## src/rtl/motor_pwm_driver.sv

```systemverilog
// -----------------------------------------------------------------------------
// motor_pwm_driver
//   H-bridge output stage for two motor drivers (A, B). A shared prescaler and
//   three-digit BCD PWM counter (000..999) define the PWM period. Direction and
//   duty commands are sampled only on period boundaries, so pulses never glitch.
//   A direct forward<->reverse swap is routed through DEAD_PERIODS full periods
//   of coast (all pins low) before the new direction is applied.
//
// Ports
//   clk, rst_n                 system clock, asynchronous active-low reset
//   directie_driverA/B [1:0]   requested direction: 10 fwd, 01 rev, 00/11 stop
//   factor_dc_driverA/B [11:0] duty factor, 3-digit BCD 000..999
//   in1_a, in2_a, en_a         driver A direction pins and PWM enable
//   in1_b, in2_b, en_b         driver B direction pins and PWM enable
//   period_start               1-clk pulse in the cycle after a period boundary
//   bcd_err                    1-clk pulse (with period_start) when a sampled
//                              duty factor contains a digit above 9
// All outputs are registered.
// -----------------------------------------------------------------------------
module motor_pwm_driver #(
  parameter int PRESCALE     = 50,
  parameter int DEAD_PERIODS = 2
) (
  input  logic        clk,
  input  logic        rst_n,
  input  logic [1:0]  directie_driverA,
  input  logic [1:0]  directie_driverB,
  input  logic [11:0] factor_dc_driverA,
  input  logic [11:0] factor_dc_driverB,
  output logic        in1_a,
  output logic        in2_a,
  output logic        en_a,
  output logic        in1_b,
  output logic        in2_b,
  output logic        en_b,
  output logic        period_start,
  output logic        bcd_err
);

  localparam int PW = (PRESCALE > 1) ? $clog2(PRESCALE) : 1;
  localparam logic [PW-1:0] PRESC_MAX = PW'(PRESCALE - 1);
  localparam logic [3:0]    DEAD_INIT = 4'(DEAD_PERIODS);

  typedef enum logic {
    ST_RUN  = 1'b0,
    ST_DEAD = 1'b1
  } ch_state_e;

  // True when every nibble is a legal decimal digit.
  function automatic logic bcd_ok(input logic [11:0] v);
    return (v[11:8] <= 4'd9) && (v[7:4] <= 4'd9) && (v[3:0] <= 4'd9);
  endfunction

  // BCD increment with decimal carry; 999 wraps to 000.
  function automatic logic [11:0] bcd_inc(input logic [11:0] v);
    logic [11:0] r;
    r = v;
    if (v[3:0] != 4'd9) begin
      r[3:0] = v[3:0] + 4'd1;
    end else begin
      r[3:0] = 4'd0;
      if (v[7:4] != 4'd9) begin
        r[7:4] = v[7:4] + 4'd1;
      end else begin
        r[7:4] = 4'd0;
        if (v[11:8] != 4'd9) begin
          r[11:8] = v[11:8] + 4'd1;
        end else begin
          r[11:8] = 4'd0;
        end
      end
    end
    return r;
  endfunction

  // a < b on BCD values, most significant digit decides first.
  function automatic logic bcd_lt(input logic [11:0] a, input logic [11:0] b);
    logic r;
    if (a[11:8] != b[11:8]) begin
      r = (a[11:8] < b[11:8]);
    end else if (a[7:4] != b[7:4]) begin
      r = (a[7:4] < b[7:4]);
    end else begin
      r = (a[3:0] < b[3:0]);
    end
    return r;
  endfunction

  // 11 carries no meaning and is handled as stop.
  function automatic logic [1:0] norm_dir(input logic [1:0] d);
    return (d == 2'b11) ? 2'b00 : d;
  endfunction

  function automatic logic is_motion(input logic [1:0] d);
    return (d == 2'b10) || (d == 2'b01);
  endfunction

  logic [PW-1:0] presc_q, presc_d;
  logic [11:0]   cnt_q, cnt_d;
  logic          step_s, boundary_s;
  logic          period_start_q, period_start_d;
  logic          bcd_err_q, bcd_err_d;

  logic [1:0]    req_s   [2];
  logic [11:0]   fac_s   [2];
  ch_state_e     state_q [2];
  ch_state_e     state_d [2];
  logic [1:0]    dir_q   [2];
  logic [1:0]    dir_d   [2];
  logic [3:0]    dcnt_q  [2];
  logic [3:0]    dcnt_d  [2];
  logic [11:0]   duty_q  [2];
  logic [11:0]   duty_d  [2];
  logic          in1_q   [2];
  logic          in1_d   [2];
  logic          in2_q   [2];
  logic          in2_d   [2];
  logic          en_q    [2];
  logic          en_d    [2];

  assign req_s[0] = norm_dir(directie_driverA);
  assign req_s[1] = norm_dir(directie_driverB);
  assign fac_s[0] = factor_dc_driverA;
  assign fac_s[1] = factor_dc_driverB;

  // Prescaler and shared BCD PWM counter; boundary is the 999->000 step.
  always_comb begin
    presc_d    = presc_q;
    cnt_d      = cnt_q;
    step_s     = (presc_q == PRESC_MAX);
    boundary_s = step_s && (cnt_q == 12'h999);
    if (step_s) begin
      presc_d = '0;
      cnt_d   = bcd_inc(cnt_q);
    end else begin
      presc_d = presc_q + PW'(1);
    end
    period_start_d = boundary_s;
    bcd_err_d      = boundary_s && (!bcd_ok(factor_dc_driverA) || !bcd_ok(factor_dc_driverB));
  end

  // Per-channel RUN/DEAD FSM, duty latch and registered pin values.
  // Pins and enable are derived from the next-state values so they line up
  // with the counter value they will be presented against.
  always_comb begin
    for (int ch = 0; ch < 2; ch++) begin
      state_d[ch] = state_q[ch];
      dir_d[ch]   = dir_q[ch];
      dcnt_d[ch]  = dcnt_q[ch];
      duty_d[ch]  = duty_q[ch];
      if (boundary_s) begin
        if (bcd_ok(fac_s[ch])) begin
          duty_d[ch] = fac_s[ch];
        end else begin
          duty_d[ch] = 12'h000;
        end
        case (state_q[ch])
          ST_RUN: begin
            if (req_s[ch] == dir_q[ch]) begin
              state_d[ch] = ST_RUN;
            end else if (is_motion(req_s[ch]) && is_motion(dir_q[ch])) begin
              // Direct reversal: coast first.
              state_d[ch] = ST_DEAD;
              dcnt_d[ch]  = DEAD_INIT;
              dir_d[ch]   = 2'b00;
            end else begin
              dir_d[ch] = req_s[ch];
            end
          end
          ST_DEAD: begin
            if (!is_motion(req_s[ch])) begin
              state_d[ch] = ST_RUN;
              dir_d[ch]   = 2'b00;
              dcnt_d[ch]  = 4'd0;
            end else if (dcnt_q[ch] <= 4'd1) begin
              state_d[ch] = ST_RUN;
              dir_d[ch]   = req_s[ch];
              dcnt_d[ch]  = 4'd0;
            end else begin
              dcnt_d[ch] = dcnt_q[ch] - 4'd1;
            end
          end
          default: begin
            state_d[ch] = ST_RUN;
            dir_d[ch]   = 2'b00;
            dcnt_d[ch]  = 4'd0;
          end
        endcase
      end else begin
        duty_d[ch] = duty_q[ch];
      end
      in1_d[ch] = (state_d[ch] == ST_RUN) && (dir_d[ch] == 2'b10);
      in2_d[ch] = (state_d[ch] == ST_RUN) && (dir_d[ch] == 2'b01);
      en_d[ch]  = (state_d[ch] == ST_RUN) && is_motion(dir_d[ch]) && bcd_lt(cnt_d, duty_d[ch]);
    end
  end

  // Shared timing registers.
  always_ff @(posedge clk or negedge rst_n) begin
    if (!rst_n) begin
      presc_q        <= '0;
      cnt_q          <= 12'h000;
      period_start_q <= 1'b0;
      bcd_err_q      <= 1'b0;
    end else begin
      presc_q        <= presc_d;
      cnt_q          <= cnt_d;
      period_start_q <= period_start_d;
      bcd_err_q      <= bcd_err_d;
    end
  end

  // Per-channel state and output registers.
  always_ff @(posedge clk or negedge rst_n) begin
    if (!rst_n) begin
      for (int ch = 0; ch < 2; ch++) begin
        state_q[ch] <= ST_RUN;
        dir_q[ch]   <= 2'b00;
        dcnt_q[ch]  <= 4'd0;
        duty_q[ch]  <= 12'h000;
        in1_q[ch]   <= 1'b0;
        in2_q[ch]   <= 1'b0;
        en_q[ch]    <= 1'b0;
      end
    end else begin
      for (int ch = 0; ch < 2; ch++) begin
        state_q[ch] <= state_d[ch];
        dir_q[ch]   <= dir_d[ch];
        dcnt_q[ch]  <= dcnt_d[ch];
        duty_q[ch]  <= duty_d[ch];
        in1_q[ch]   <= in1_d[ch];
        in2_q[ch]   <= in2_d[ch];
        en_q[ch]    <= en_d[ch];
      end
    end
  end

  assign in1_a        = in1_q[0];
  assign in2_a        = in2_q[0];
  assign en_a         = en_q[0];
  assign in1_b        = in1_q[1];
  assign in2_b        = in2_q[1];
  assign en_b         = en_q[1];
  assign period_start = period_start_q;
  assign bcd_err      = bcd_err_q;

endmodule

```

## config.mk

```make
export PLATFORM = sky130hd
export DESIGN_NAME = motor_pwm_driver
export DESIGN_NICKNAME = d
export VERILOG_FILES = /design/src/rtl/motor_pwm_driver.sv
export SDC_FILE = /design/constraint.sdc
export NUM_CORES = 1
export LEC_CHECK = 0
export BUFFER_PORTS_ARGS = -buffer_cell sky130_fd_sc_hd__buf_2
export CORE_MARGIN = 2
export CORE_UTILIZATION = 59
export CTS_BUF_LIST = sky130_fd_sc_hd__clkbuf_8 sky130_fd_sc_hd__clkbuf_16
export DETAILED_ROUTE_END_ITERATION = 8
export GPL_TIMING_DRIVEN = 0
export PLACE_DENSITY_LB_ADDON = 0.25
export SLEW_MARGIN = 20
export SYNTH_ARGS = -nofsm -noshare
export SYNTH_HDL_FRONTEND = slang
export SYNTH_SLANG_ARGS = --single-unit
```

## constraint.sdc

```tcl
create_clock -name clk -period 3.9 [get_ports clk]
set_input_delay 0.78 -clock clk [delete_from_list [all_inputs] [get_ports clk]]
set_output_delay 0.78 -clock clk [all_outputs]
set_load 0.01 [all_outputs]
```

==> results.cfg, run 1 <==
[worst_setup_path]
critical_path.max_fanout = 10
crit_arrival_ps = 3560
crit_required_ps = 4180
startpoint_type = register
crit_type = register to register
end_kind = register

[synth]
ys.flop_type = dfrtp_1
synth_edf_count = 0
synth_cells = 380
synth-async-reset-ratio_pct = 100.0
ys_seq_elements = 64
ys_warn_count = 0
synth_nets = 450
netlist_area_sq_mm = 0.003796
ys_types = 60
ys_seq_area_share_pct = 42.19
avgSynthCellArea_sq_um = 9.990

[cts]
clk_latency_ps = 340
htreeDepth = 3
cts_tree = done
postCtsSetupBuffers = 0
postCtsHoldBufs = 0
clock_path_buffers = 2
clk_pin_slew_ps = 70
ctsResizeCount = 0
root_buffer = clkbuf_8
cts_buffers = 9
clock-sinks = 64

[flow_run]
max-cap-violations = 0

[sta]
setup_viol = 0
tightest_slew_ps = 651.0
fin_setup_tns_ps = 0
rsz0062_at_grt = no
setup_slack_ps = 620.9
hold_viol_final = 0
period_share_pct = 84.08
max_slew_margin_pct = 56.05
clock.fmax_mhz = 305.0
period_needed_ps = 3279
slew_viol_final = 0
skew_ps = 6.313

[drt]
drc = 0
drt-wirelength-per-cell_microns = 15.75
vias = 3056
drt_iter0_drc = 210
dr.pass1.iters = 4
finalWirelength_microns = 8034
antenna_left = 0
via_per_inst = 5.992

[pwr]
p_total_w = 0.001514
powerDensity_mw_per_mm2 = 353.2
power_leakage_nw = 2.210
ir_drop_mv = 0.2489

[floorplan]
die_w_microns = 84.22
core_sq_mm = 0.006277
die_area_sq_mm = 0.007092
die_y_microns = 84.22
io-pin-count = 38
initial_utilization_pct = 60.47
rows = 29

[final_layout]
finish.instance_area_sq_mm = 0.004287
area_delta_synth_final_pct = 12.92
final_nets = 499
n_antenna_cell = 0
drive_above_1_share_pct = 17.09
seq_area_sq_mm = 0.001602
fillers = 514
layout_common_cells = dfrtp_1, buf_2, ha_1, inv_1, a22oi_1
multiInputGateArea_sq_mm = 0.001969
layout_commonest_cell = dfrtp_1

[placement]
gp_congestion = 0.8814
post-place-ws_ps = 554.4
placedInstanceArea_sq_mm = 0.004100
dpl.hpwl_microns = 5998
numPortBuffers = 37

[grt]
antenna_found_initial = 0
grt_pass1_vias = 3028
grt_max_degree = 43
grt-ovfl-total = 0
grt_pass1_wl_microns = 13810
grt_use_total_pct = 24.55

[status]
status = finished, final reports clean

[min_path]
hold_path.class = input port to asynchronous set/reset pin
cell usage after synthesis (all sizes together) (2+ instances only):
cell    count  area (sq um)
a211oi      4         35.03
a21o        4         30.03
a21oi      17         85.08
a22o        9         78.83
a22oi      21         157.7
a31oi       2         12.51
and2        5         31.28
and3        2         12.51
and3b       2         17.52
and4bb      3         41.29
buf         7         41.29
clkbuf      4         15.01
dfrtp      64          1602
ha         40         500.5
inv        45         168.9
mux2i       2         20.02
nand2      18         70.07
nand2b      7         43.79
nand3       8         40.04
nand3b      5         37.54
nand4       5         31.28
nand4b      2         32.53
nor2       16         60.06
nor2b       6         37.54
nor3        2         10.01
nor4        6         37.54
o211ai      4         30.03
o21a        4         30.03
o21ai      24         120.1
o21bai      3         22.52
o22ai       2         12.51
o311ai      2         17.52
o31a        3         26.28
o31ai       6         45.04
xnor2       7         61.31
xor2        4         35.03
metal layers:
metal | routed length [microns] | part of all wire (%) | global-route usage [%]
met3 | 321 | 4.0 | 4.130
met5 | 0 | 0 | 0
met1 | 3563 | 44 | 31.91
met2 | 3954 | 49 | 40.62
met4 | 195 | 2.4 | 10.85
per-stage QoR:
stage               hold WS, ps  util, %  cells
CTS                       335.3    68.29    510
global placement          467.5    64.96    494
global route              351.4    68.29    510
finish                    330.9    68.29    510
floorplan                 447.0        -    380
detailed placement        488.1    65.32    495
where the power goes:
group | internal, W | switching [W] | leakage [nW]
Clock | 0.000303 | 0.000253 | 0.103
Sequential | 0.000695 | 0.0000108 | 0.831
Combinational | 0.000109 | 0.000143 | 1.28
Total | 0.00111 | 0.000407 | 2.21
sequential cells by signal (all words and copies together) (netlist names):
name	count
duty_q	24
cnt_q	12
dcnt_q	8
presc_q	6
dir_q	4
state_q	2
bcd_err	1
en_a	1
en_b	1
in1_a	1
in1_b	1
in2_a	1
in2_b	1
period_start	1
cell families after synthesis:
family,count (synthesis),share of synthesized area [%]
flip-flops,64,42.19
AND/OR/NAND/NOR,95,15.29
multiplexers,3,0.8240
XOR/XNOR,11,2.538
AO/OA/AOI/OAI,111,20.04
adder cells (fa/ha/maj),40,13.18
buffers and inverters,56,5.933
worst max-delay path, cell delays in order (launching register included):
cell      delay, ps
dfrtp_1         430
ha_1            220
and3b_1         170
buf_2           150
and4_1          180
buf_2           170
nand2_2         120
buf_2           270
a22oi_1         170
ha_1            320
nand4_1         110
a211oi_1        250
nand2b_1         90
o311ai_1        330
and3_1          220
cell type report:
cell class | instances | share of cell area, %
multi-input combinational | 260 | 45.94
sequential | 64 | 37.36
timing repair buffer | 38 | 4.845
inverter | 45 | 3.940
clock buffer | 10 | 3.211
tap | 77 | 2.248
buffer | 11 | 1.313
clock inverter | 5 | 1.138
worst paths after layout:
check	start	depth (start not counted)	endpoint	slack [ps]
max	cnt_q[0]$_DFF_PN0_	14	en_a$_DFF_PN0_	620
min	rst_n	1	dcnt_q[6]$_DFFE_PN0P_	330
max reg2reg	cnt_q[0]$_DFF_PN0_	14	en_a$_DFF_PN0_	620
min reg2reg	presc_q[0]$_DFF_PN0_	1	presc_q[0]$_DFF_PN0_	500
max in group asynchronous	rst_n	2	duty_q[10]$_DFF_PN0_	3040
min in group clk	presc_q[0]$_DFF_PN0_	1	presc_q[0]$_DFF_PN0_	500
(Power assumes the default switching activity.)
==> inputs of run 2 (changes only) <==
ABC_AREA = 1   (was unset)
CORE_UTILIZATION = 60   (was 59)
clock period = 3.44 ns   (was 3.9 ns; I/O delays follow)
==> run 2 against run 1 <==
Clock skew rose by 3.0 ps. Synthesized cell count rose by 26%. Sequential share of layout area fell by 1.4 points. Critical path type unchanged. Maximum frequency rose by 17%. Critical path depth did not move.
==> results.cfg, run 2 <==
[placement]
placedInstanceArea_sq_mm = 0.004233
gp_congestion = 0.9010
dpl.hpwl_microns = 6054
numPortBuffers = 37

[sta]
hold_viol_final = 0
max_slew_margin_pct = 64.10
fin_setup_tns_ps = 0
setup_viol = 0
period_share_pct = 81.26
slew_viol_final = 0
tightest_slew_ps = 532.9
period_needed_ps = 2795
skew_ps = 9.358
rsz0062_at_grt = no
clock.fmax_mhz = 357.7

[synth]
avgSynthCellArea_sq_um = 8.219
synthMostInstantiatedCell = nand2_1
synthXorXnorAreaFrac_pct = 1.783
ys_seq_elements = 64
ys_seq_area_share_pct = 40.76
synth-compound-area-share_pct = 14.11
synth_nets = 548
synth.area.top_cells = dfrtp_1, ha_1, nand2_1
ys_warn_count = 0
synth-async-reset-ratio_pct = 100.0
synth_edf_count = 0
yosys.area_share.simple_pct = 21.69
synthMuxAreaShare_pct = 0
synth_adder_area_share_pct = 12.74
synth_top_cell_area_share_pct = 40.76
synth_cells = 478
ys.flop_type = dfrtp_1
ys_types = 34
yosysTopAreaCell = dfrtp_1
netlist_area_sq_mm = 0.003929
synth_common_cells = nand2_1, inv_1, dfrtp_1, ha_1, nor2_1
synth_top_family_by_area = simple AND/OR/NAND/NOR gates

[worst_setup_path]
crit_arrival_ps = 3050
rrSetupSlack_ps = 640
crit_required_ps = 3700
path_common_cell = a21oi_1
slowest_stage = dfrtp_1
r2r_end = en_b$_DFF_PN0_
critical_path.max_fanout = 10
startpoint_type = register
end_kind = register
crit_type = register to register
reg2reg_from = cnt_q[1]$_DFF_PN0_
path_cells = inv_1 -> ha_1 -> nand3_1 -> nor2_4 -> nand3_4 -> buf_6 -> buf_2 -> o21a_1 -> ha_1 -> a21oi_1 -> nor2_1 -> a211oi_1 -> a21oi_1 -> a21oi_1
cpPeakStageDelay_ps = 390
rr_worst_depth = 14
cp-startpoint = cnt_q[1]$_DFF_PN0_

[floorplan]
core_sq_mm = 0.006350
die_y_microns = 84.92
io-pin-count = 38
rows = 29
die_w_microns = 84.92
initial_utilization_pct = 61.87
die_area_sq_mm = 0.007211

[final_layout]
n_antenna_cell = 0
area_delta_synth_final_pct = 13.38
layout_commonest_cell = nand2_1
finish.instance_area_sq_mm = 0.004454
final_nets = 597
largest_reg_flops = 24
fillers = 499
drive_above_1_share_pct = 14.29
layout_common_cells = nand2_1, inv_1, dfrtp_1, buf_2, ha_1
regMostFlops = duty_q
reg_top3 = duty_q: 24 flops, cnt_q: 12 flops, dcnt_q: 8 flops

[cts]
clock-sinks = 64
htreeDepth = 3
ctsResizeCount = 0
clk_pin_slew_ps = 70
cts_tree = done
postCtsHoldBufs = 0
clk_latency_ps = 340
clock_path_buffers = 2
cts_buffers = 9
root_buffer = clkbuf_8
postCtsSetupBuffers = 0

[drt]
drt_iter0_drc = 128
finalWirelength_microns = 7879
wl_met1_microns = 3505
via_per_inst = 5.356
drc = 0
dr.pass1.iters = 5
antenna_left = 0
dr.max_layer_used = met4
wl_met3_microns = 401
drt-wirelength-per-cell_microns = 12.94
met2RoutedLength_microns = 3841
vias = 3262

[min_path]
hold_path.class = input port to asynchronous set/reset pin

[status]
status = finished, final reports clean

[pwr]
powerDensity_mw_per_mm2 = 345.7
ir_drop_mv = 0.3117
power_leakage_nw = 2.303

[flow_run]
max-cap-violations = 0

[grt]
grt_pass1_vias = 3095
grt_pass1_wl_microns = 13630
grt_max_degree = 38
grt-ovfl-total = 0
grt_use_total_pct = 23.93
antenna_found_initial = 0
[run 2: cell type report]
cell class	count	area (sq um)	area share, %
well taps	77	96.34	2.163
flip-flops and latches	64	1602	35.96
inverters	80	300.3	6.742
clock inverters	6	83.83	1.882
clock buffers	10	137.6	3.090
multi-input cells	326	1977	44.38
repair buffers	38	207.7	4.663
plain buffers	8	50.05	1.124
[run 2: per-stage QoR]
stage / instances / total power (W) / utilization, % / hold WS, ps / setup slack, ps
floorplan: 478 / 0.0007972 / - / 392.4 / 958.7
global placement: 592 / 0.0008385 / 66.31 / 476.6 / 496.4
detailed placement: 593 / 0.0008427 / 66.66 / 498.3 / 472.9
CTS: 609 / 0.001556 / 70.15 / 265.3 / 648.8
global route: 609 / 0.001598 / 70.15 / 265.5 / 329.3
finish: 609 / 0.001540 / 70.15 / 260.8 / 644.5
[run 2: logic make-up after synthesis]
family                   Yosys count
adder cells (fa/ha/maj)           40
flip-flops                        64
XOR/XNOR                           8
buffers and inverters             88
AO/OA/AOI/OAI                     87
AND/OR/NAND/NOR                  191
[run 2: routing by layer]
metal | vias to the layer above | track usage (%)
met3 | 14 | 5.642
met2 | 67 | 39.58
met1 | 1535 | 31.04
met4 | 0 | 8.369
met5 | - | 0
li1 | 1646 | -
[run 2: critical path: cells and delay by family, from the launching register on]
family / cells / cell delay, ps
fa+ha+maj: 2 / 480
compound gates: 5 / 820
buf+inv: 3 / 450
flops: 1 / 390
simple gates: 4 / 580
[run 2: worst max path at each step]
stage          cells past startpoint        endpoint
2_1_floorplan                     12  en_a$_DFF_PN0_
3_3_place_gp                      13  en_a$_DFF_PN0_
3_5_place_dp                      13  en_b$_DFF_PN0_
4_1_cts                           14  en_a$_DFF_PN0_
5_1_grt                           15  en_b$_DFF_PN0_
6_report                          14  en_b$_DFF_PN0_
[run 2: power by group]
part           switching [W]  internal, W  leakage (nW)   total, W
clock               0.000289     0.000424         0.110   0.000712
sequential                 0     0.000752         0.745   0.000752
combinational      0.0000489    0.0000268          1.45  0.0000757
total               0.000337      0.00120          2.30    0.00154
==> inputs of run 3 (changes only) <==
CORE_UTILIZATION = 54   (was 60)
clock period = 2.4 ns   (was 3.44 ns; I/O delays follow)
==> run 3 against run 2 <==
Total power increased by 38%. Utilization increased by 0.21 points. Critical path type unchanged. Critical endpoint unchanged. Global-route usage increased by 1.4 points. Via count increased by 6.5%. Sequential power increased by 44%. Setup slack got worse by 820 ps. Wire length increased by 25%. Register-to-register slack got worse by 820 ps. First-iteration DRC count increased by 36%. Non-clock buffer count increased by 31. Clock power increased by 30%. The flow now finishes with violations (negative setup slack).
==> results.cfg, run 3 (same netlist as run 2, synthesis figures left out) <==
[status]
status = finished, violations left
failed_checks = negative setup slack

[worst_setup_path]
r2r_end = en_b$_DFF_PN0_
crit_arrival_ps = 2840
end_kind = register
reg2reg_from = cnt_q[5]$_DFF_PN0_
startpoint_type = register
rrSetupSlack_ps = -180
crit_required_ps = 2670
crit_type = register to register
critical_path.max_fanout = 8
rr_worst_depth = 15

[final_layout]
multiInputGateArea_sq_mm = 0.002251
reg_top3 = duty_q: 24 flops, cnt_q: 12 flops, dcnt_q: 8 flops
n_antenna_cell = 0
regMostFlops = duty_q
final_core_util_pct = 70.35
final_nets = 628
area_delta_synth_final_pct = 27.80
largest_reg_flops = 24
fillers = 571
seq_area_sq_mm = 0.001603
layout_commonest_cell = nand2_1
final_cells = 662
drive_above_1_share_pct = 26.82
layout_common_cells = nand2_1, inv_1, dfrtp_1, buf_2, buf_4

[drt]
vias = 3473
drt-wirelength-per-cell_microns = 14.92
finalWirelength_microns = 9877
antenna_left = 0
drc = 0
dr.pass1.iters = 4
drt_iter0_drc = 174
via_per_inst = 5.246

[floorplan]
rows = 31
io-pin-count = 38
initial_utilization_pct = 55.05
die_y_microns = 89.30
die_area_sq_mm = 0.007974
core_sq_mm = 0.007137
die_w_microns = 89.30

[cts]
cts_buffers = 9
clk_pin_slew_ps = 70
htreeDepth = 3
root_buffer = clkbuf_8
clock-sinks = 64
clk_latency_ps = 340
cts_tree = done
clock_path_buffers = 2

[grt]
grt_pass1_wl_microns = 15290
grt-ovfl-total = 0
grt_use_total_pct = 25.38
antenna_found_initial = 0
grt_max_degree = 46
grt_pass1_vias = 3303

[pwr]
powerDensity_mw_per_mm2 = 421.8
power_frac_seq_pct = 50.9
switching_power_w = 0.0004754
pwr-share-clk_pct = 43.9
combinationalPowerShare_pct = 5.2
p_total_w = 0.002118
power_leakage_nw = 2.489
intPower_w = 0.001643
p_sw_share_pct = 22.45
ir_drop_mv = 0.2770

[sta]
setup_viol = 2
slew_viol_final = 0
clock.fmax_mhz = 388.2
skew_ps = 3.521
hold_viol_final = 0
rsz0062_at_grt = yes
setup_slack_ps = -176.3
period_share_pct = 107.3
max_slew_margin_pct = 54.59
tightest_slew_ps = 674.1
period_needed_ps = 2576

[placement]
gp_congestion = 0.8975
dpl.hpwl_microns = 6356
dp_cells = 615
numPortBuffers = 37

[min_path]
hold_path.class = input port to asynchronous set/reset pin

[flow_run]
max-cap-violations = 0
run 3: worst max-delay path by stage:
stage | startpoint | endpoint | slack, ps | cells after the start
after floorplan | cnt_q[1]$_DFF_PN0_ | en_b$_DFF_PN0_ | 8 | 14
after global placement | factor_dc_driverA[5] | en_a$_DFF_PN0_ | -430 | 13
after detailed placement | factor_dc_driverA[5] | en_a$_DFF_PN0_ | -470 | 13
after CTS | cnt_q[5]$_DFF_PN0_ | en_b$_DFF_PN0_ | 0.7 | 13
after global routing | cnt_q[5]$_DFF_PN0_ | en_b$_DFF_PN0_ | -280 | 15
final | cnt_q[5]$_DFF_PN0_ | en_b$_DFF_PN0_ | -180 | 15
run 3: per-stage QoR:
stage	worst slack (ps)	TNS, ps	instance area (sq um)	hold slack [ps]
after floorplan	7.512	0	3934	184.4
after global placement	-427.4	-691.0	4243	490.8
after detailed placement	-468.2	-820.6	4273	389.6
after CTS	0.6966	0	4883	21.26
after global routing	-282.0	-493.3	5021	28.15
final	-176.3	-291.1	5021	23.09
run 3: metal layers:
metal / track usage, % / vias to the layer above / routed length, microns
li1: - / 1714 / -
met1: 32.37 / 1626 / 4236
met2: 43.16 / 106 / 4942
met3: 4.709 / 27 / 427
met4: 9.227 / 0 / 271
met5: 0 / - / 0
run 3: what timing repair did:
| action | in CTS | in global routing |
|---|---|---|
| buffers inserted | 25 | 10 |
| pin swaps | 22 | 16 |
| hold buffers | 0 | 0 |
| gates resized for setup | 52 | 20 |
| endpoints found under the setup margin | 2 | 2 |
| endpoints found under the hold margin | 0 | 0 |
run 3: power groups by stage:
stage | Combinational, W | Clock, W | Sequential [W]
finish | 0.000111 | 0.000929 | 0.00108
global route | 0.000124 | 0.00100 | 0.00108
CTS | 0.000112 | 0.000947 | 0.00108
detailed placement | 0.000112 | 0 | 0.00110
global placement | 0.000104 | 0 | 0.00110
floorplan | 0.0000437 | 0 | 0.00110
run 3: critical path, stage by stage, from the launching register on:
cell	delay, ps
dfrtp_1	400
inv_2	90
ha_4	130
nand3_2	90
nor2_4	150
nand3_4	190
buf_4	200
buf_4	140
nand2_1	70
o21a_4	140
ha_4	200
a21oi_2	140
nor2_1	90
a211oi_2	220
a21oi_2	90
a21oi_2	160
run 3: area by class of cell:
class / count / area share [%]
buffer: 5 / 1.196
clock buffer: 11 / 3.015
clock inverter: 5 / 0.9469
inverter: 80 / 6.030
multi-input combinational: 326 / 44.83
sequential: 64 / 31.92
tap: 99 / 2.467
timing repair buffer: 72 / 9.594
